$ cat src/rtl/wfid_alloc_ctrl.sv
// Wavefront-ID allocation controller: owns the vacant mask, runs the alloc handshake, round-robins releases.
// Alloc ack one cycle after the gen_wr cycle (one grant per two cycles); losing release sources hold done_valid.
module wfid_alloc_ctrl #(
  parameter int NUM_WF  = 40,
  parameter int ID_W    = 6,
  parameter int TAG_W   = 15,
  parameter int NUM_SRC = 2
) (
  input  logic                    clk,
  input  logic                    rst,
  input  logic                    alloc_req,
  input  logic [TAG_W-1:0]        alloc_tag,
  output logic                    alloc_ack,
  output logic [ID_W-1:0]         alloc_wfid,
  input  logic                    drain,
  input  logic [NUM_SRC-1:0]      done_valid,
  input  logic [NUM_SRC*ID_W-1:0] done_wfid,
  output logic [NUM_SRC-1:0]      done_ready,
  output logic                    gen_wr,
  output logic [TAG_W-1:0]        gen_tag,
  output logic                    gen_halt,
  output logic [ID_W-1:0]         gen_wfid_done,
  output logic [NUM_WF-1:0]       gen_vacant,
  input  logic [NUM_WF-1:0]       gen_vacant_next,
  input  logic [ID_W-1:0]         gen_wfid,
  input  logic [TAG_W-1:0]        gen_tag_done,
  output logic                    retire_valid,
  output logic [ID_W-1:0]         retire_wfid,
  output logic [TAG_W-1:0]        retire_tag,
  output logic [ID_W:0]           free_count,
  output logic                    all_idle,
  output logic                    err_double_free
);

  localparam int RR_W = (NUM_SRC > 1) ? $clog2(NUM_SRC) : 1;
  localparam logic [ID_W:0] CNT_ONE  = (ID_W+1)'(1);
  localparam logic [ID_W:0] CNT_FULL = (ID_W+1)'(NUM_WF);

  typedef enum logic {IDLE, ACK} state_t;

  state_t            state, state_nxt;
  logic [NUM_WF-1:0] vacant;
  logic [ID_W-1:0]   wfid_q;
  logic [ID_W:0]     free_cnt;
  logic [RR_W-1:0]   rr_ptr;
  logic [ID_W-1:0]   src_id [NUM_SRC];
  logic              win_any;
  logic [RR_W-1:0]   win_idx;
  logic [ID_W-1:0]   win_id;
  logic              win_dbl;

  always_comb begin
    for (int i = 0; i < NUM_SRC; i++) src_id[i] = done_wfid[i*ID_W +: ID_W];
  end

  // First requester at or after rr_ptr wins, wrapping around the source list.
  always_comb begin
    int s;
    logic [RR_W-1:0] cand;
    s       = 0;
    cand    = '0;
    win_any = 1'b0;
    win_idx = '0;
    for (int off = 0; off < NUM_SRC; off++) begin
      s = int'(rr_ptr) + off;
      if (s >= NUM_SRC) s = s - NUM_SRC;
      cand = RR_W'(s);
      if (!win_any && done_valid[cand]) begin
        win_any = 1'b1;
        win_idx = cand;
      end
    end
  end

  // An id outside the slot range is rejected exactly like a release of a vacant slot.
  always_comb begin
    win_id  = src_id[win_idx];
    win_dbl = (int'(win_id) >= NUM_WF) ? 1'b1 : vacant[win_id];
    done_ready = '0;
    if (win_any) done_ready[win_idx] = 1'b1;
    gen_halt      = win_any && !win_dbl;
    gen_wfid_done = win_any ? win_id : '0;
  end

  always_comb begin
    state_nxt  = state;
    gen_wr     = 1'b0;
    alloc_ack  = 1'b0;
    alloc_wfid = '0;
    case (state)
      IDLE: begin
        if (alloc_req && !drain && (|vacant)) begin
          gen_wr    = 1'b1;
          state_nxt = ACK;
        end
      end
      ACK: begin
        alloc_ack  = 1'b1;
        alloc_wfid = wfid_q;
        state_nxt  = IDLE;
      end
      default: state_nxt = IDLE;
    endcase
  end

  always_ff @(posedge clk or posedge rst) begin
    if (rst) begin
      state           <= IDLE;
      wfid_q          <= '0;
      vacant          <= '1;
      free_cnt        <= CNT_FULL;
      rr_ptr          <= '0;
      err_double_free <= 1'b0;
      retire_valid    <= 1'b0;
      retire_wfid     <= '0;
      retire_tag      <= '0;
    end else begin
      state <= state_nxt;
      if (gen_wr) wfid_q <= gen_wfid;
      if (gen_wr || gen_halt) vacant <= gen_vacant_next;
      case ({gen_wr, gen_halt})
        2'b10:   free_cnt <= free_cnt - CNT_ONE;
        2'b01:   free_cnt <= free_cnt + CNT_ONE;
        default: free_cnt <= free_cnt;
      endcase
      if (win_any) begin
        if (int'(win_idx) == NUM_SRC - 1) rr_ptr <= '0;
        else rr_ptr <= win_idx + RR_W'(1);
      end
      if (win_any && win_dbl) err_double_free <= 1'b1;
      retire_valid <= gen_halt;
      if (gen_halt) begin
        retire_wfid <= gen_wfid_done;
        retire_tag  <= gen_tag_done;
      end
    end
  end

  assign gen_tag    = alloc_tag;
  assign gen_vacant = vacant;
  assign free_count = free_cnt;
  assign all_idle   = (free_cnt == CNT_FULL);

endmodule

$ cat config.mk
export PLATFORM = sky130hd
export DESIGN_NAME = wfid_alloc_ctrl
export DESIGN_NICKNAME = d
export VERILOG_FILES = /design/src/rtl/wfid_alloc_ctrl.sv
export SDC_FILE = /design/constraint.sdc
export NUM_CORES = 1
export LEC_CHECK = 0
export BUFFER_PORTS_ARGS = -buffer_cell sky130_fd_sc_hd__buf_4
export CORE_ASPECT_RATIO = 0.75
export CORE_MARGIN = 2
export CORE_UTILIZATION = 30
export DETAILED_ROUTE_END_ITERATION = 10
export SLEW_MARGIN = 10
export SYNTH_ARGS = -nofsm -noshare
export SYNTH_HDL_FRONTEND = slang
export SYNTH_SLANG_ARGS = --single-unit
export TNS_END_PERCENT = 5
$ cat constraint.sdc
create_clock -name clk -period 6.6 [get_ports clk]
set_clock_uncertainty 0.2 [all_clocks]
set_input_delay 0.33 -clock clk [delete_from_list [all_inputs] [get_ports clk]]
set_output_delay 0.33 -clock clk [all_outputs]
set_load 0.01 [all_outputs]
### After elaboration in Yosys (flattened, before gate mapping)

Cells that the tools add are included.

| storage, ports and cells | value |
|---|---|
| memory bits (read-only) | 0 |
| memories kept | 0 |
| register bits after elaboration | 78 |
| memory bits (writable) | 0 |
| input port bits | 94 |
| word-level logic and storage cells | 68 |
| latch bits | 0 |

| operators by class | value |
|---|---|
| bitwise operators | 2 |
| reduce and logical (&&, ||, !) cells | 12 |
| $mul | 0 |
| add/subtract/negate cells | 6 |
| divide/modulo/power cells | 0 |
| order comparisons | 9 |
| mux-type cells | 27 |
| eq/ne operators | 3 |
| shifts and indexed selects | 0 |

Operators by type and width:

| operator | number |
|---|---|
| $reduce_or 40->1 | 1 |
| $mux 6 | 5 |
| $mux 1 | 17 |
| $pmux 7 s2 | 1 |
| $add 7x1->7 const B | 1 |
| $eq 7x6->1 const B | 1 |
| $lt 6x7->1 const B | 1 |
| $sub 7x1->7 const B | 1 |
| $bmux 1 s6 | 1 |
| $ge 6x6->1 const B | 1 |
| $logic_and 1x1->1 | 6 |
| $lt 1x2->1 const B | 3 |
| $ge 2x2->1 const B | 2 |
| $logic_not 1->1 | 3 |
| $add 1x1->2 const B | 1 |
| $eq 2x1->1 const B | 1 |
| $eq 2x2->1 const B | 1 |
| $ge 1x2->1 const B | 1 |
| $mux 2 | 1 |
| $not 1->2 | 1 |
| $pmux 1 s2 | 1 |
| $reduce_bool 2->1 | 1 |
| $sub 1x1->1 const B | 2 |
| $add 1x1->1 const B | 1 |
| 4 further kinds | 4 |

### Longest topological paths before layout

| logic depth | value |
|---|---|
| depth in word-level cells | 19 |
| depth in mapped cells | 21 |

### Least setup slack after synthesis

OpenSTA, ideal clock, no wires.

| timing | value |
|---|---|
| path kind | register -> register |
| from | register rr_ptr |
| to | register free_cnt[6], in the netlist free_count[6] |
| period minus slack after synthesis | 3.984 ns |
| setup time | 0.125 ns |
| stages on the path, launching flop included | 21 |
| path slack | 2.616 ns |
| required time | 6.275 ns |
| arrival time | 3.658 ns |
| path through | dfrtp_1 -> nand2b_4 -> and3_4 -> or2_1 -> buf_6 -> mux2_4 -> o211ai_2 -> nand3_2 -> or2_4 -> inv_6 -> buf_12 -> ha_1 -> inv_1 -> ha_1 -> a21o_1 -> a21oi_1 -> o21bai_1 -> a21oi_1 -> xnor2_1 -> nand2_1 -> xnor2_1 |

| on the way | value |
|---|---|
| longest elaborated chain between the ends | 19 |

Ends and longest elaborated chain:

| element | RTL line | text |
|---|---|---|
| start: declaration | 45 | `logic [RR_W-1:0] rr_ptr;` |
| start signal: assignment | 128 | `else rr_ptr <= win_idx + RR_W'(1);` |
| $ge 1x2->1 / $sub 1x1->1 (equally long branches) | 66 | `if (s >= NUM_SRC) s = s - NUM_SRC;` |
| $mux 1 | 66 |  |
| $mux 1 (implied by the code) (2 in a row) | 68 | `if (!win_any && done_valid[cand]) begin` |
| $mux 1 | 68 |  |
| $logic_not 1->1 | 68 |  |
| $logic_and 1x1->1 | 68 |  |
| $mux 1 | 68 |  |
| $not 1->2 (implied by the code) | 77 | `win_id = src_id[win_idx];` |
| $mux 6 (implied by the code) (3 in a row) | 77 |  |
| $bmux 1 s6 | 78 | `win_dbl = (int'(win_id) >= NUM_WF) ? 1'b1 : vacant[win_id];` |
| $mux 1 (implied by the code) | 78 |  |
| $mux 1 | 78 |  |
| $logic_not 1->1 | 81 | `gen_halt = win_any && !win_dbl;` |
| $logic_and 1x1->1 (*) | 81 |  |
| named net gen_halt | 21 | `output logic gen_halt,` |
| $eq 2x1->1 / $eq 2x2->1 (equally long branches) | 121 | `case ({gen_wr, gen_halt})` |
| $pmux 7 s2 / $reduce_bool 2->1 (equally long branches) | - |  |
| end signal: assignment | 122 | `2'b10: free_cnt <= free_cnt - CNT_ONE;` |
| end signal: assignment | 123 | `2'b01: free_cnt <= free_cnt + CNT_ONE;` |
| end signal: assignment | 124 | `default: free_cnt <= free_cnt;` |
| end: declaration | 44 | `logic [ID_W:0] free_cnt;` |

Mark *: on every way through the listed nets, which the timed path passes. The rest lies on a longest branch. The select of a mux whose other input is x is not followed.
A chain may end at the register's enable or synchronous reset.

### Final worst setup path

| timing | value |
|---|---|
| from | register rr_ptr |
| to | register free_cnt[6], in the netlist free_count[6] |

| on the way | value |
|---|---|
| longest elaborated chain between the ends | 19 |

Ends and longest elaborated chain:

| element | RTL line |
|---|---|
| $ge 1x2->1 / $sub 1x1->1 (equally long branches) | 66 |
| $mux 1 | 66 |
| $mux 1 (implied by the code) (2 in a row) | 68 |
| $mux 1 | 68 |
| $logic_not 1->1 | 68 |
| $logic_and 1x1->1 | 68 |
| $mux 1 | 68 |
| $not 1->2 (implied by the code) | 77 |
| $mux 6 (implied by the code) (3 in a row) | 77 |
| $bmux 1 s6 | 78 |
| $mux 1 (implied by the code) | 78 |
| $mux 1 | 78 |
| $logic_not 1->1 | 81 |
| $logic_and 1x1->1 (*) | 81 |
| $eq 2x1->1 / $eq 2x2->1 (equally long branches) | 121 |
| $pmux 7 s2 / $reduce_bool 2->1 (equally long branches) | - |

Every way passes the cells marked *; elsewhere a longest branch is shown, timed or not. The select of a mux whose other input is x is not followed.

==> results.sh <==
export IMPL_status="finished, final reports clean"
export IMPL_gp_congestion=0.8801
export IMPL_powerDensity_mw_per_mm2=402.2
export IMPL_worstPathBufferInverterCount=2
export IMPL_rsz0062_at_grt="no"
export IMPL_ant_nets=0
export IMPL_grt_pass1_vias=3291
export IMPL_clock_power_share_pct=20.5
export IMPL_fin_crit_sh_pct=68.88
export IMPL_crit_fanout=23
export IMPL_syn_area_per_cell_um2=12.24
export IMPL_cts_buffers=9
export IMPL_yosysTopAreaCellShare_pct=25.12
export IMPL_setup_tns_ps=0
export IMPL_dr_pass1_iters=4
export IMPL_n_fill_cell=1383
export IMPL_clkTransAtPathRegs_ps=60
export IMPL_vias=3390
export IMPL_intPower_mw=1.606
export IMPL_cts_root_buf="clkbuf_16"
export IMPL_fin_hold_ws_ps=17.70
export IMPL_ioPinCount=197
export IMPL_tightest_slew_ps=987.4
export IMPL_drc=0
export IMPL_crit_required_ps=6620
export IMPL_dp_cells=698
export IMPL_drive_above_1_share_pct=60.19
export IMPL_critPathMaxStageDelay_ps=490
export IMPL_p_leak_nw=2.797
export IMPL_yosys_warnings=0
export IMPL_routedWlPerCell_um=17.08
export IMPL_antennaDiodeCount=0
export IMPL_cts_setup_buffers=0
export IMPL_ys_seq_elements=78
export IMPL_area_growth_pct=37.85
export IMPL_r2r_slack_ps=2050
export IMPL_pwr_share_comb_pct=41.8
export IMPL_synth_distinct_cells=58
export IMPL_hold_viol_final=0
export IMPL_synth_area_top_cells="dfstp_2, dfrtp_1, mux2_2"
export IMPL_fp_dieW_um=143.7
export IMPL_grt_max_degree=79
export IMPL_die_y_um=108.8
export IMPL_synth_top_area_cell="dfstp_2"
export IMPL_clock_fmax_mhz=220.0
export IMPL_cpLargestDelayFamily="compound AO/OA/AOI/OAI gates"
export IMPL_nNetsFinal=617
export IMPL_setup_viol=0
export IMPL_cts_num_sinks=78
export IMPL_switchingPower_mw=0.8297
export IMPL_slew_viol_final=0
export IMPL_fin_ws_ps=2054
export IMPL_dp_hpwl_um=9319
export IMPL_grt_overflow=0
export IMPL_cts_tree="done"
export IMPL_synth_seq_area_share_pct=45.63
export IMPL_core_mm2=0.01441
export IMPL_seq_power_share_pct=37.7
export IMPL_slew_headroom_pct=34.17
export IMPL_pre_cts_ws_ps=2088
export IMPL_synthesis_area_mm2=0.004393
export IMPL_start_util_pct=30.49
export IMPL_switching_share_pct=34.06
export IMPL_dieArea_mm2=0.01564
export IMPL_worstPathArrival_ps=4560
export IMPL_routed_wl_um=12300
export IMPL_synth_nets=461
export IMPL_slowest_stage="mux2i_2"
export IMPL_critical_path_class="reg2reg"
export IMPL_irDropWorstVdd_v=0.0001639
export IMPL_cts_max_path_buffers=2
export IMPL_clk_latency_ps=340
export IMPL_hp_class="in2reg"
export IMPL_final_cells=720
export IMPL_antenna_found_initial=0
export IMPL_rows=38
export IMPL_synthCells=359
export IMPL_grt_pass1_wl_um=18410
export IMPL_io_buffer_count=166
export IMPL_endpoint_kind="flop"
export IMPL_cap_violations=0
export IMPL_drt_initial_drc_count=144
export IMPL_htreeDepth=3
export IMPL_crit_chain="nand2b_4 -> nand2_4 -> mux2i_2 -> o2111ai_1 -> a31oi_1 -> nand3_2 -> or2_4 -> inv_6 -> ha_1 -> inv_1 -> ha_1 -> a21o_1 -> a21oi_1 -> o21bai_1 -> a21oi_1 -> xnor2_1 -> nand2_1 -> xnor2_1"
export IMPL_vias_per_cell=4.708
export IMPL_grt_total_usage_pct=15.48
export IMPL_critPathLaunchType="flop"
export IMPL_post_route_min_period_ps=4546
[cells in the mapped netlist, drive strengths merged]
library cell / instances
xor2: 1
and2: 6
inv: 13
and3: 4
nor3: 3
a2111oi: 2
nand2b: 5
nor4: 11
xnor2: 6
or3: 1
clkbuf: 2
dfstp: 42
o21bai: 2
o2111ai: 4
nand3: 4
a32o: 1
a21boi: 1
dfrtp: 36
a311oi: 1
a22oi: 1
o211ai: 3
a21oi: 8
or2: 3
nor2b: 1
mux2: 67
a211oi: 3
nand4: 3
o311a: 1
fa: 1
buf: 26
o21ai: 2
ha: 7
nand4bb: 1
mux4: 6
nor2: 18
a221o: 1
o311ai: 1
nand2: 32
mux2i: 21
a31oi: 1
a21o: 7
[cells in the final DEF, fill, tap and decap left out, types with 2 or more instances in the layout]
cell / synthesis / routed
mux2i_1: 20 / 20
mux2_4: 21 / 21
dfrtp_1: 36 / 36
mux2_2: 46 / 46
and3_1: 3 / 3
nand2b_1: 4 / 4
nand4_1: 3 / 3
nand3_1: 3 / 3
nor2_1: 18 / 18
dfstp_2: 42 / 42
clkinv_2: 0 / 2
nor3_1: 2 / 2
and2_1: 6 / 6
nand2_1: 31 / 31
o211ai_1: 2 / 2
nor4_1: 11 / 11
o21bai_1: 2 / 2
xnor2_1: 6 / 6
o2111ai_1: 4 / 4
buf_4: 15 / 167
mux4_2: 6 / 6
a2111oi_0: 2 / 2
ha_1: 7 / 6
a211oi_1: 3 / 3
inv_6: 1 / 3
clkbuf_16: 0 / 10
a21o_1: 7 / 7
a21oi_1: 6 / 6
inv_1: 11 / 10
o21ai_0: 2 / 2
a21oi_2: 2 / 2
dlygate4sd3_1: 0 / 6
[metrics by stage]
stage                     util (%)  total power, mW  area (um^2)
after global routing         42.04            2.585         6056
final                        42.04            2.436         6056
after global placement       39.52            1.931         5693
after floorplan                  -            1.495         4393
after detailed placement     39.52            1.948         5693
after CTS                    42.04            2.471         6056
[state kept, by name, summed over array words and instances (netlist names)]
signal and flops:
retire_valid 1, wfid_q 6, state 1, rr_ptr 1, retire_tag 15, err_double_free 1, retire_wfid 6, gen_vacant 40
free_count 7
[power by group through the flow]
stage / registers, mW / logic (mW) / clock network, mW
final: 0.919 / 1.02 / 0.499
after global routing: 0.947 / 1.10 / 0.534
after CTS: 0.920 / 1.03 / 0.520
after detailed placement: 0.922 / 1.03 / 0
after global placement: 0.918 / 1.01 / 0
after floorplan: 0.941 / 0.555 / 0
[repair_timing]
item                                   in CTS  in global routing
endpoints found under the hold margin       6                  0
gates resized for setup                     0                  0
hold buffers                                6                  0
[worst paths after layout]
check                                      from              to  cells past startpoint
worst max-delay path                     rr_ptr   free_count[6]                     18
min in group asynchronous                   rst  retire_tag[13]                      3
worst min register to register        wfid_q[4]       wfid_q[4]                      2
worst min-delay path            gen_tag_done[9]   retire_tag[9]                      2
worst max register to register           rr_ptr   free_count[6]                     18
max in group asynchronous                   rst          rr_ptr                      3
[final cells by class]
cell class / count / area [um^2] / share of cell area [%]
Inverter: 13 / 55.05 / 0.9091
Tap cell: 200 / 250.2 / 4.132
Multi-Input combinational cell: 240 / 2130 / 35.17
Clock buffer: 11 / 264.0 / 4.359
Clock inverter: 5 / 38.79 / 0.6405
Timing Repair Buffer: 173 / 1314 / 21.69
Sequential cell: 78 / 2004 / 33.10
[logic make-up (layout without fill, tap and decap cells)]
family                     count (synthesis)  after routing  synth area share (%)
and+or+nand+nor                           92             92                 10.91
xor gates and xnor gates                   7              7                 1.396
buffers and inverters                     41            202                 5.953
adders and majority gates                  8              8                 2.449
muxes                                     94             94                 26.92
AOI/OAI and AO/OA                         39             39                 6.750
DFF                                       78             78                 45.63
[layer usage]
layer  track usage [%]  part of all wire, %
met1             21.58                   46
met2             23.13                   44
met3             5.138                  8.5
met4             4.062                  1.4
met5                 0                    0
Power figures use the tool's default switching activity.
